[src/rtl/pipeline_hazard_controller.sv]
`default_nettype none
// ============================================================================
// Module      : pipeline_hazard_controller
// Description : Stage-sequencing controller for a 5-stage pipeline. Drives
//               PC / latch write-enables and flushes. Resolves load-use,
//               taken-branch redirect and multi-cycle mult/div occupancy of
//               execute. Keeps saturating stall/flush counters for debug.
// Revision    : 1.0  initial release
// ============================================================================
module pipeline_hazard_controller #(
   parameter int MD_MAX_CYCLES = 40,
   parameter int CNT_WIDTH     = 16
) (
   input  logic                 clock,
   input  logic                 reset,
   input  logic [31:0]          fd_ir,
   input  logic [31:0]          de_ir,
   input  logic                 branch_taken,
   input  logic                 multdiv_ready,
   output logic                 pc_wren,
   output logic                 fd_wren,
   output logic                 fd_flush,
   output logic                 de_wren,
   output logic                 de_flush,
   output logic                 em_bubble,
   output logic                 pc_sel_branch,
   output logic                 multdiv_start,
   output logic                 md_busy,
   output logic                 md_timeout,
   output logic [CNT_WIDTH-1:0] stall_cycles,
   output logic [CNT_WIDTH-1:0] flush_events
);

   // Wait counter only has to reach MD_MAX_CYCLES-1
   localparam int WAIT_W = (MD_MAX_CYCLES > 2) ? $clog2(MD_MAX_CYCLES) : 1;
   localparam logic [WAIT_W-1:0] c_wait_last = WAIT_W'(MD_MAX_CYCLES - 1);
   localparam logic [CNT_WIDTH-1:0] c_cnt_max = {CNT_WIDTH{1'b1}};

   localparam logic [4:0] c_op_r    = 5'b00000;
   localparam logic [4:0] c_op_j    = 5'b00001;
   localparam logic [4:0] c_op_bne  = 5'b00010;
   localparam logic [4:0] c_op_jal  = 5'b00011;
   localparam logic [4:0] c_op_jr   = 5'b00100;
   localparam logic [4:0] c_op_addi = 5'b00101;
   localparam logic [4:0] c_op_blt  = 5'b00110;
   localparam logic [4:0] c_op_sw   = 5'b00111;
   localparam logic [4:0] c_op_lw   = 5'b01000;
   localparam logic [4:0] c_alu_mul = 5'b00110;
   localparam logic [4:0] c_alu_div = 5'b00111;

   typedef enum logic [0:0] {
      ST_RUN     = 1'b0,
      ST_MD_WAIT = 1'b1
   } state_t;

   state_t                r_state;
   logic [WAIT_W-1:0]     r_wait_cnt;
   logic                  r_timeout;
   logic [CNT_WIDTH-1:0]  r_stall_cnt;
   logic [CNT_WIDTH-1:0]  r_flush_cnt;

   // Instruction field extraction
   logic [4:0] w_fd_op, w_fd_rd, w_fd_rs, w_fd_rt;
   logic [4:0] w_de_op, w_de_rd, w_de_alu;
   assign w_fd_op  = fd_ir[31:27];
   assign w_fd_rd  = fd_ir[26:22];
   assign w_fd_rs  = fd_ir[21:17];
   assign w_fd_rt  = fd_ir[16:12];
   assign w_de_op  = de_ir[31:27];
   assign w_de_rd  = de_ir[26:22];
   assign w_de_alu = de_ir[6:2];

   // Fields not involved in hazard detection
   logic w_unused_bits;
   assign w_unused_bits = &{1'b0, fd_ir[11:0], de_ir[21:7], de_ir[1:0]};

   // Which source-register fields the F/D instruction actually reads
   logic w_use_rs, w_use_rt, w_use_rd;
   assign w_use_rs = (w_fd_op == c_op_r)   || (w_fd_op == c_op_addi) ||
                     (w_fd_op == c_op_lw)  || (w_fd_op == c_op_sw)   ||
                     (w_fd_op == c_op_bne) || (w_fd_op == c_op_blt);
   assign w_use_rt = (w_fd_op == c_op_r);
   assign w_use_rd = (w_fd_op == c_op_sw)  || (w_fd_op == c_op_bne)  ||
                     (w_fd_op == c_op_blt) || (w_fd_op == c_op_jr);

   // j/jal read no registers; named here so the opcode map stays complete
   logic w_fd_is_jump;
   assign w_fd_is_jump = (w_fd_op == c_op_j) || (w_fd_op == c_op_jal);

   // Load-use: lw result in D/X needed by F/D; r0 is hard-wired and never hazards
   logic w_lu;
   assign w_lu = (w_de_op == c_op_lw) && (w_de_rd != 5'd0) && !w_fd_is_jump &&
                 ((w_use_rs && (w_fd_rs == w_de_rd)) ||
                  (w_use_rt && (w_fd_rt == w_de_rd)) ||
                  (w_use_rd && (w_fd_rd == w_de_rd)));

   logic w_de_md, w_md_start, w_md_exit;
   assign w_de_md    = (w_de_op == c_op_r) &&
                       ((w_de_alu == c_alu_mul) || (w_de_alu == c_alu_div));
   assign w_md_start = (r_state == ST_RUN) && w_de_md && !branch_taken;
   assign w_md_exit  = (r_state == ST_MD_WAIT) &&
                       (multdiv_ready || (r_wait_cnt == c_wait_last));

   // Prioritised combinational stage control
   always_comb begin
      pc_wren       = 1'b1;
      fd_wren       = 1'b1;
      de_wren       = 1'b1;
      fd_flush      = 1'b0;
      de_flush      = 1'b0;
      em_bubble     = 1'b0;
      pc_sel_branch = 1'b0;
      multdiv_start = 1'b0;
      md_busy       = (r_state == ST_MD_WAIT);
      md_timeout    = r_timeout;
      stall_cycles  = r_stall_cnt;
      flush_events  = r_flush_cnt;
      if (reset) begin
         fd_flush     = 1'b1;
         de_flush     = 1'b1;
         em_bubble    = 1'b1;
         md_busy      = 1'b0;
         md_timeout   = 1'b0;
         stall_cycles = '0;
         flush_events = '0;
      end else if (w_md_start || ((r_state == ST_MD_WAIT) && !w_md_exit)) begin
         pc_wren       = 1'b0;
         fd_wren       = 1'b0;
         de_wren       = 1'b0;
         em_bubble     = 1'b1;
         multdiv_start = w_md_start;
      end else if (w_md_exit) begin
         // mul/div result advances to X/M with all stages free to move
      end else if (branch_taken) begin
         // Wrong-path instructions are squashed, so any load-use is moot
         pc_sel_branch = 1'b1;
         fd_flush      = 1'b1;
         de_flush      = 1'b1;
      end else if (w_lu) begin
         pc_wren  = 1'b0;
         fd_wren  = 1'b0;
         de_flush = 1'b1;
      end
   end

   // Mult/div occupancy FSM with watchdog
   always_ff @(posedge clock) begin
      if (reset) begin
         r_state    <= ST_RUN;
         r_wait_cnt <= '0;
         r_timeout  <= 1'b0;
      end else begin
         case (r_state)
            ST_RUN: begin
               if (w_md_start) begin
                  r_state    <= ST_MD_WAIT;
                  r_wait_cnt <= '0;
               end
            end
            ST_MD_WAIT: begin
               if (w_md_exit) begin
                  r_state <= ST_RUN;
                  if (!multdiv_ready) begin
                     r_timeout <= 1'b1;
                  end
               end else begin
                  r_wait_cnt <= r_wait_cnt + WAIT_W'(1);
               end
            end
            default: r_state <= ST_RUN;
         endcase
      end
   end

   // Saturating debug counters
   always_ff @(posedge clock) begin
      if (reset) begin
         r_stall_cnt <= '0;
         r_flush_cnt <= '0;
      end else begin
         if (!pc_wren && (r_stall_cnt != c_cnt_max)) begin
            r_stall_cnt <= r_stall_cnt + CNT_WIDTH'(1);
         end
         if (pc_sel_branch && (r_flush_cnt != c_cnt_max)) begin
            r_flush_cnt <= r_flush_cnt + CNT_WIDTH'(1);
         end
      end
   end

endmodule
`default_nettype wire

[config.mk]
export PLATFORM = sky130hd
export DESIGN_NAME = pipeline_hazard_controller
export DESIGN_NICKNAME = d
export VERILOG_FILES = /design/src/rtl/pipeline_hazard_controller.sv
export SDC_FILE = /design/constraint.sdc
export NUM_CORES = 1
export LEC_CHECK = 0
export CAP_MARGIN = 15
export CORE_UTILIZATION = 46
export DETAILED_ROUTE_END_ITERATION = 16
export GPL_TIMING_DRIVEN = 0
export PLACE_DENSITY = 0.86
export SYNTH_ARGS = -nofsm -noshare
export SYNTH_HDL_FRONTEND = slang
export SYNTH_SLANG_ARGS = --single-unit
[constraint.sdc]
create_clock -name clock -period 9 [get_ports clock]
set_clock_uncertainty 0.05 [all_clocks]
set_input_delay 2.7 -clock clock [delete_from_list [all_inputs] [get_ports clock]]
set_output_delay 2.7 -clock clock [all_outputs]
set_load 0.1 [all_outputs]
==> flow_metrics.tcl, run 1 <==
set metrics [dict create \
    wirelength_um 7010 \
    hold_class "reg -> reg" \
    antenna_found_initial 0 \
    critPathTopFamily "buffers and inverters" \
    cp.required_ps 6250 \
    nNetsFinal 467 \
    slowest_stage "clkdlybuf4s50_1" \
    final_hold_viol_count 0 \
    die_h_um 76.6 \
    synth.area.top_cells "dfxtp_1 31%, nor2_1 6.9%, xor2_1 6.5%, nor2b_1 6.1%, mux2_2 5.3%" \
    power_density_mw_per_mm2 103 \
    core_mm2 0.00524 \
    vias 2599 \
    grt_usage 0.248 \
    syn_avg_cell_area_um2 8.26 \
    setup_tns_ps 0 \
    synth_top_area_cell "dfxtp_1" \
    ctsRootBufferMaster "clkbuf_8" \
    setup_viol 0 \
    fp.dieW_um 76.6 \
    drtPass1Iterations 4 \
    rsz0062_at_grt "false" \
    holdBufCountCts 0 \
    seq_area_frac_synth 0.313 \
    first_global_vias 2520 \
    slew_violations 0 \
    drive_gt1_frac 0.0884 \
    antenna_cells 0 \
    syn_area_mm2 0.00256 \
    post-route-util 0.672 \
    grt_pass1_wl_um 11700 \
    status "complete, no violations" \
    num_io_pins 110 \
    syn_nets 381 \
    overflow 0 \
    cts_resized 0 \
    crit_path_end_kind "output port" \
    postRouteAntennaNets 0 \
    synth_edf_count 0 \
    fin_crit_sh 0.975 \
    critical_path.max_stage_delay_ps 1120 \
    cts_tree "built" \
    drc 0 \
    ys_seq_elements 40 \
    fmax_mhz 114 \
    min_period_ps 8770 \
    yosysTopAreaCellShare 0.313 \
    die-area_mm2 0.00587 \
    post_drt_wl_per_cell_um 15.0 \
    crit_path_max_fanout 10 \
    irDropWorstVdd_uv 89.5 \
    gp_congestion 0.837 \
    path_clk_slew_ps 80 \
    critPathKind "in -> out" \
    synthArstFlopShare 0 \
    yosysWarnings 0 \
    synth_most_common_cell "nor2_1" \
    viasPerCell 5.58 \
    holdWs_ps 465 \
    post_cts_buffers 0 \
    area_delta_synth_final_pct 37.5 \
    layout_setup_ws_ps 229 \
    grt_max_degree 13 \
    clk_latency_ps 300 \
    syn_inst 310 \
    place_worst_setup_slack_ps 250 \
    rows 26 \
    arrival_ps 6020 \
    initialDrtViolationCount 226 \
    tightest_slew_ps 1000 \
    path_buf_inv 5 \
    cts_max_path_buffers 2 \
    maxSlewHeadroom 0.328 \
    start_util 0.489 \
    worstSetupStartpointType "input port" \
    dp.cells 459 \
    hpwl_um 5510 \
    leakagePower_uw 0.00137 \
    synthTopCellsByCount "47 x nor2_1, 40 x dfxtp_1, 25 x nor2b_1" \
    ys.flop_type "dfxtp_1" \
    ys_types 54 \
    clock_sinks 40 \
    numCtsBuffers 5 \
    worstPathCellList "clkdlybuf4s50_1 -> or4_1 -> o2111a_1 -> o211ai_2 -> a31oi_4 -> buf_6 -> buf_6 -> nor2_1 -> buf_4 -> clkdlybuf4s50_1" \
    port_buffers 79 \
    layout.cells.non_filler 466 \
    drv_cap 0 \
    cts_max_level 2 \
]
## routing by layer
metal	GRT usage	part of all wire
met5	0	0
met4	0.102	0.027
met3	0.0383	0.050
met2	0.442	0.49
met1	0.295	0.43
## tightest hold or removal path: stages (launching register included)
cell and delay, ps:
dfxtp_1 340, nand2_1 60, a21oi_1 60
## final timing paths
check	startpoint	to	slack (ps)	cells after the start
worst max-delay path	de_ir[23]	pc_wren	230	10
worst min-delay path	r_wait_cnt[1]	r_wait_cnt[1]	470	2
worst max register to register	r_wait_cnt[0]	r_stall_cnt[13]	6700	8
worst min register to register	r_wait_cnt[1]	r_wait_cnt[1]	470	2
## flip-flops by register name, summed over array words and instances (netlist names)
register / count
r_flush_cnt: 16
r_stall_cnt: 16
r_wait_cnt: 6
r_state: 1
r_timeout: 1
## where the power goes
group	switching, µW	internal [µW]	leakage [µW]	total, µW
combinational	35.8	26.9	0.00101	62.7
clock	64.9	52.5	0.0000400	117
sequential	1.96	179	0.000323	181
total	103	258	0.00137	361
## through the flow
| step | instance area, µm² | total power (µW) |
|---|---|---|
| detailed placement | 3440 | 248 |
| finish | 3520 | 361 |
| global placement | 3440 | 246 |
| global route | 3520 | 375 |
| floorplan | 2560 | 218 |
| CTS | 3520 | 363 |
## area by class of cell
type                            count  area (µm²)
Clock inverter                      2        12.5
Inverter                           16        60.1
Buffer                             11        63.8
Timing Repair Buffer               79         791
Fill cell                         457        1720
Tap cell                           70        87.6
Multi-Input combinational cell    243        1640
Sequential cell                    40         801
Clock buffer                        5        68.8
## layout by cell type, fill, tap and decap left out, drive strengths merged, types with 3 or more instances in the layout
cell type / netlist / routed
xor2: 19 / 19
ha: 3 / 3
nor4: 4 / 4
nand2: 15 / 15
dfxtp: 40 / 40
nand4: 11 / 11
nor2b: 25 / 25
buf: 4 / 4
o211ai: 6 / 6
nand3: 16 / 16
inv: 16 / 16
clkbuf: 7 / 12
clkdlybuf4s50: 0 / 79
xnor2: 6 / 6
nor3: 7 / 7
mux2: 17 / 17
and3: 11 / 11
nor2: 49 / 49
a21o: 4 / 4
o21ai: 9 / 9
a21oi: 7 / 7
## cell families after synthesis
kind of cell | share of synthesized area
XOR/XNOR | 0.0855
AND/OR/NAND/NOR | 0.320
multiplexers | 0.0787
buffers and inverters | 0.0484
AO/OA/AOI/OAI | 0.136
adder cells (fa/ha/maj) | 0.0186
flip-flops | 0.313
Note: power is estimated with default switching activity, not from simulation.
==> run 2: changes to the inputs <==
--- a/config.mk
+++ b/config.mk
@@ -10,6 +10,7 @@
 export DETAILED_ROUTE_END_ITERATION = 16
 export GPL_TIMING_DRIVEN = 0
 export PLACE_DENSITY = 0.86
+export RECOVER_POWER = 100
 export SYNTH_ARGS = -nofsm -noshare
 export SYNTH_HDL_FRONTEND = slang
 export SYNTH_SLANG_ARGS = --single-unit
==> run 2 against run 1 <==
Via count up 0.12%. Clock power about the same. Sequential power about the same. Die area unchanged. Global-route usage unchanged. Combinational power down 3%. Worst setup slack worse by 53 ps. Critical endpoint unchanged.
==> flow_metrics.tcl, run 2 (synthesized netlist as in run 1, its figures left out) <==
set metrics [dict create \
    num_io_pins 110 \
    grt_max_degree 13 \
    overflow 0 \
    post_drt_wl_per_cell_um 14.9 \
    first_global_vias 2520 \
    setup_tns_ps 0 \
    path_clk_slew_ps 80 \
    multi_input_area_mm2 0.00160 \
    numCtsBuffers 5 \
    worstSetupStartpointType "input port" \
    leakagePower_uw 0.00147 \
    area_delta_synth_final_pct 35.9 \
    initialDrtViolationCount 209 \
    min_period_ps 8820 \
    tightest_slew_ps 1010 \
    nNetsFinal 467 \
    vias 2602 \
    fmax_mhz 113 \
    fin_crit_sh 0.980 \
    reg2reg_slack_ps 6280 \
    setup_viol 0 \
    drc 0 \
    r2r-end "r_stall_cnt[13]" \
    crit_path_end_kind "output port" \
    final_hold_viol_count 0 \
    grt_usage 0.248 \
    fin_total_pwr_uw 359 \
    grt_pass1_wl_um 11700 \
    maxSlewHeadroom 0.321 \
    hold_class "reg -> reg" \
    layout_commonest_cell "nor2_1" \
    worstRegToRegCells 8 \
    start_util 0.489 \
    drtPass1Iterations 4 \
    core_mm2 0.00524 \
    crit_start "de_ir[23]" \
    ctsRootBufferMaster "clkbuf_8" \
    die_h_um 76.6 \
    irDropWorstVdd_uv 89.3 \
    status "complete, no violations" \
    layout_setup_ws_ps 176 \
    die-area_mm2 0.00587 \
    antenna_cells 0 \
    cts_max_path_buffers 2 \
    viasPerCell 5.58 \
    cts_resized 0 \
    port_buffers 79 \
    critPathKind "in -> out" \
    cp.required_ps 6250 \
    crit_path_max_fanout 10 \
    cts_tree "built" \
    seq_area_um2 801 \
    arrival_ps 6070 \
    rows 26 \
    hpwl_um 5510 \
    rsz0062_at_grt "false" \
    endpoint "pc_wren" \
    holdBufCountCts 0 \
    power_density_mw_per_mm2 103 \
    final_cell_mix "48 x nor2_1, 42 x dlygate4sd3_1, 40 x dfxtp_1" \
    reg.largest.list "r_flush_cnt x16, r_stall_cnt x16, r_wait_cnt x6" \
    drive_gt1_frac 0.0783 \
    rr_startpoint "r_wait_cnt[0]" \
    clock_sinks 40 \
    slew_violations 0 \
    drv_cap 0 \
    antenna_found_initial 0 \
    cts_max_level 2 \
    fp.dieW_um 76.6 \
    post_cts_buffers 0 \
    holdWs_ps 466 \
    clk_latency_ps 300 \
    gp_congestion 0.837 \
    place_worst_setup_slack_ps 250 \
    wirelength_um 6950 \
    final.fill_count 463 \
    postRouteAntennaNets 0 \
    post-route-util 0.665 \
]
==> run 2: cell count changes in the layout (fill, tap and decap cells not counted), moves of 7 or more <==
| cell | change |
|---|---|
| clkdlybuf4s50_1 | -42 |
| dlygate4sd3_1 | +42 |
| o21ai_0 | +7 |
| o21ai_1 | -7 |
==> run 2: worst min-delay path by stage <==
stage	from	endpoint	slack (ps)	cells after the start
final	r_wait_cnt[1]	r_wait_cnt[1]	470	2
after global routing	r_wait_cnt[1]	r_wait_cnt[1]	490	2
after CTS	r_wait_cnt[5]	r_wait_cnt[5]	470	2
after detailed placement	r_wait_cnt[5]	r_wait_cnt[5]	450	2
after global placement	r_wait_cnt[1]	r_wait_cnt[1]	420	2
after floorplan	r_wait_cnt[1]	r_wait_cnt[1]	410	2
==> run 2: layer usage <==
layer | part of all wire | global-route usage
met1 | 0.43 | 0.295
met5 | 0 | 0
met3 | 0.043 | 0.0383
met2 | 0.50 | 0.442
met4 | 0.027 | 0.102
==> run 2: final cells by class <==
cell class,count,share of cell area
flip-flops and latches,40,0.230
clock inverters,2,0.00359
plain buffers,11,0.0183
well taps,70,0.0252
repair buffers,79,0.227
inverters,16,0.0173
multi-input cells,243,0.459
clock buffers,5,0.0198
==> run 2: where the power goes <==
part           internal (µW)  switching (µW)
clock                   52.5            64.5
combinational           25.9            35.2
sequential               179            1.99
total                    257             102
==> run 2: through the flow <==
| step | instance area, µm² | std cells |
|---|---|---|
| finish | 3480 | 466 |
| CTS | 3520 | 466 |
| detailed placement | 3440 | 459 |
| floorplan | 2560 | 310 |
| global route | 3480 | 466 |
| global placement | 3440 | 459 |
==> run 2: worst max-delay path: stages <==
cell and delay, ps:
clkdlybuf4s50_1 510, or4_1 560, o2111a_1 280, o211ai_2 90, a31oi_1 120, buf_6 200
buf_6 140, nor2_1 210, buf_4 150, clkdlybuf4s50_1 1120
==> run 3: changes to the inputs <==
--- a/config.mk
+++ b/config.mk
@@ -8,9 +8,9 @@
 export CAP_MARGIN = 15
 export CORE_UTILIZATION = 46
 export DETAILED_ROUTE_END_ITERATION = 16
-export GPL_TIMING_DRIVEN = 0
 export PLACE_DENSITY = 0.86
 export RECOVER_POWER = 100
+export REMOVE_ABC_BUFFERS = 1
 export SYNTH_ARGS = -nofsm -noshare
 export SYNTH_HDL_FRONTEND = slang
 export SYNTH_SLANG_ARGS = --single-unit
==> run 3 against run 2 <==
The flow now finishes with violations (capacitance limit, slew limit). Utilization down 1.1 points. Sequential power is essentially flat. Critical path type unchanged. Sequential cell count is the same. Register-to-register slack better by 340 ps. Critical endpoint is now fd_wren. Global-route usage fell by 2.2 points.
==> flow_metrics.tcl, run 3 (synthesized netlist as in run 1, its figures left out) <==
set metrics [dict create \
    postRouteAntennaNets 0 \
    drc 0 \
    cts_resized 0 \
    leakagePower_uw 0.00143 \
    wirelength_um 6360 \
    holdBufCountCts 0 \
    rows 26 \
    final_cell_mix "48 x nor2_1, 40 x dfxtp_1, 39 x dlygate4sd3_1" \
    tightest_slew_ps 1770 \
    nNetsFinal 457 \
    power_frac_seq 0.491 \
    grt_pass1_wl_um 10800 \
    port_buffers 79 \
    die_h_um 76.6 \
    final.fill_count 470 \
    ctsRootBufferMaster "clkbuf_8" \
    switchingPower_uw 102 \
    drive_gt1_frac 0.0698 \
    viasPerCell 5.44 \
    crit_path_max_fanout 38 \
    worstSetupStartpointType "input port" \
    switching_share 0.277 \
    irDropWorstVdd_uv 88.7 \
    final_hold_viol_count 0 \
    reg.largest.list "r_flush_cnt x16, r_stall_cnt x16, r_wait_cnt x6" \
    clock_sinks 40 \
    post_cts_buffers 0 \
    cts_max_path_buffers 2 \
    gp_congestion 0.806 \
    power_density_mw_per_mm2 108 \
    status "finished, violations left" \
    fin_total_pwr_uw 368 \
    maxSlewHeadroom -0.181 \
    clk_latency_ps 300 \
    antenna_found_initial 0 \
    antenna_cells 0 \
    holdPathEnd "r_wait_cnt[1]" \
    start_util 0.489 \
    multi_input_area_mm2 0.00161 \
    setup_tns_ps 0 \
    slew_violations 39 \
    initialDrtViolationCount 147 \
    min-delay-start "r_wait_cnt[1]" \
    p_int_uw 266 \
    rsz0062_at_grt "false" \
    layout.cells.non_filler 457 \
    grt_usage 0.226 \
    fin_crit_sh 0.926 \
    drv_cap 1 \
    r2r-end "r_stall_cnt[8]" \
    overflow 0 \
    hpwl_um 4790 \
    area_delta_synth_final_pct 33.6 \
    power_frac_clock 0.348 \
    violations "capacitance limit, slew limit" \
    seq_area_um2 801 \
    min_period_ps 8330 \
    cts_tree "built" \
    whs_path_depth 2 \
    fp.dieW_um 76.6 \
    place_worst_setup_slack_ps 916 \
    arrival_ps 5580 \
    fmax_mhz 120 \
    numCtsBuffers 5 \
    drtPass1Iterations 4 \
    post_drt_wl_per_cell_um 13.9 \
    crit_path_end_kind "output port" \
    dp.cells 449 \
    path_clk_slew_ps 80 \
    grt_max_degree 39 \
    layout_setup_ws_ps 669 \
    first_global_vias 2465 \
    vias 2486 \
    die-area_mm2 0.00587 \
    hold_class "reg -> reg" \
    combinationalPowerShare 0.161 \
    num_io_pins 110 \
    critPathKind "in -> out" \
    holdWs_ps 443 \
    rr_startpoint "r_wait_cnt[0]" \
    core_mm2 0.00524 \
    reg2reg_slack_ps 6620 \
    cts_max_level 2 \
    worstRegToRegCells 7 \
    layout_commonest_cell "nor2_1" \
    setup_viol 0 \
    cp.required_ps 6250 \
]
[run 3: area by class of cell]
| class | count | share of cell area |
|---|---|---|
| inverters | 16 | 0.0176 |
| multi-input cells | 243 | 0.472 |
| repair buffers | 80 | 0.222 |
| clock buffers | 6 | 0.0241 |
| flip-flops and latches | 40 | 0.234 |
| well taps | 70 | 0.0256 |
| clock inverters | 2 | 0.00439 |
[run 3: power by group through the flow]
stage / Combinational (µW) / Sequential, µW / Clock [µW]
2_1_floorplan: 30.4 / 184 / 0
3_3_place_gp: 59.0 / 185 / 0
3_5_place_dp: 60.8 / 185 / 0
4_1_cts: 60.9 / 181 / 131
5_1_grt: 63.2 / 181 / 138
6_report: 59.3 / 181 / 128
[run 3: worst max-delay path: stages]
cell      delay (ps)
clkbuf_1        1250
nor2_1           170
o211ai_2         160
a31oi_4          130
nor2_1           270
clkbuf_1         890
[run 3: per-stage QoR]
stage,util,area [µm²]
6_report,0.653,3420
5_1_grt,0.653,3420
4_1_cts,0.661,3460
3_5_place_dp,0.643,3370
3_3_place_gp,0.643,3370
2_1_floorplan,-,2500
[run 3: per-layer routing]
| metal | vias to the layer above | track usage | part of all wire |
|---|---|---|---|
| li1 | 1245 | - | - |
| met4 | 0 | 0.0962 | 0.029 |
| met2 | 71 | 0.402 | 0.49 |
| met3 | 18 | 0.0599 | 0.054 |
| met1 | 1152 | 0.253 | 0.43 |
| met5 | - | 0 | 0 |
[run 3: worst max path at each step]
stage / start / endpoint / slack, ps / depth (start not counted)
floorplan: de_ir[23] / fd_wren / 10 / 5
global placement: de_ir[31] / de_wren / 960 / 7
global route: reset / pc_wren / 380 / 6
finish: reset / fd_wren / 670 / 6
CTS: de_ir[31] / de_wren / 910 / 7
detailed placement: de_ir[31] / de_wren / 920 / 7
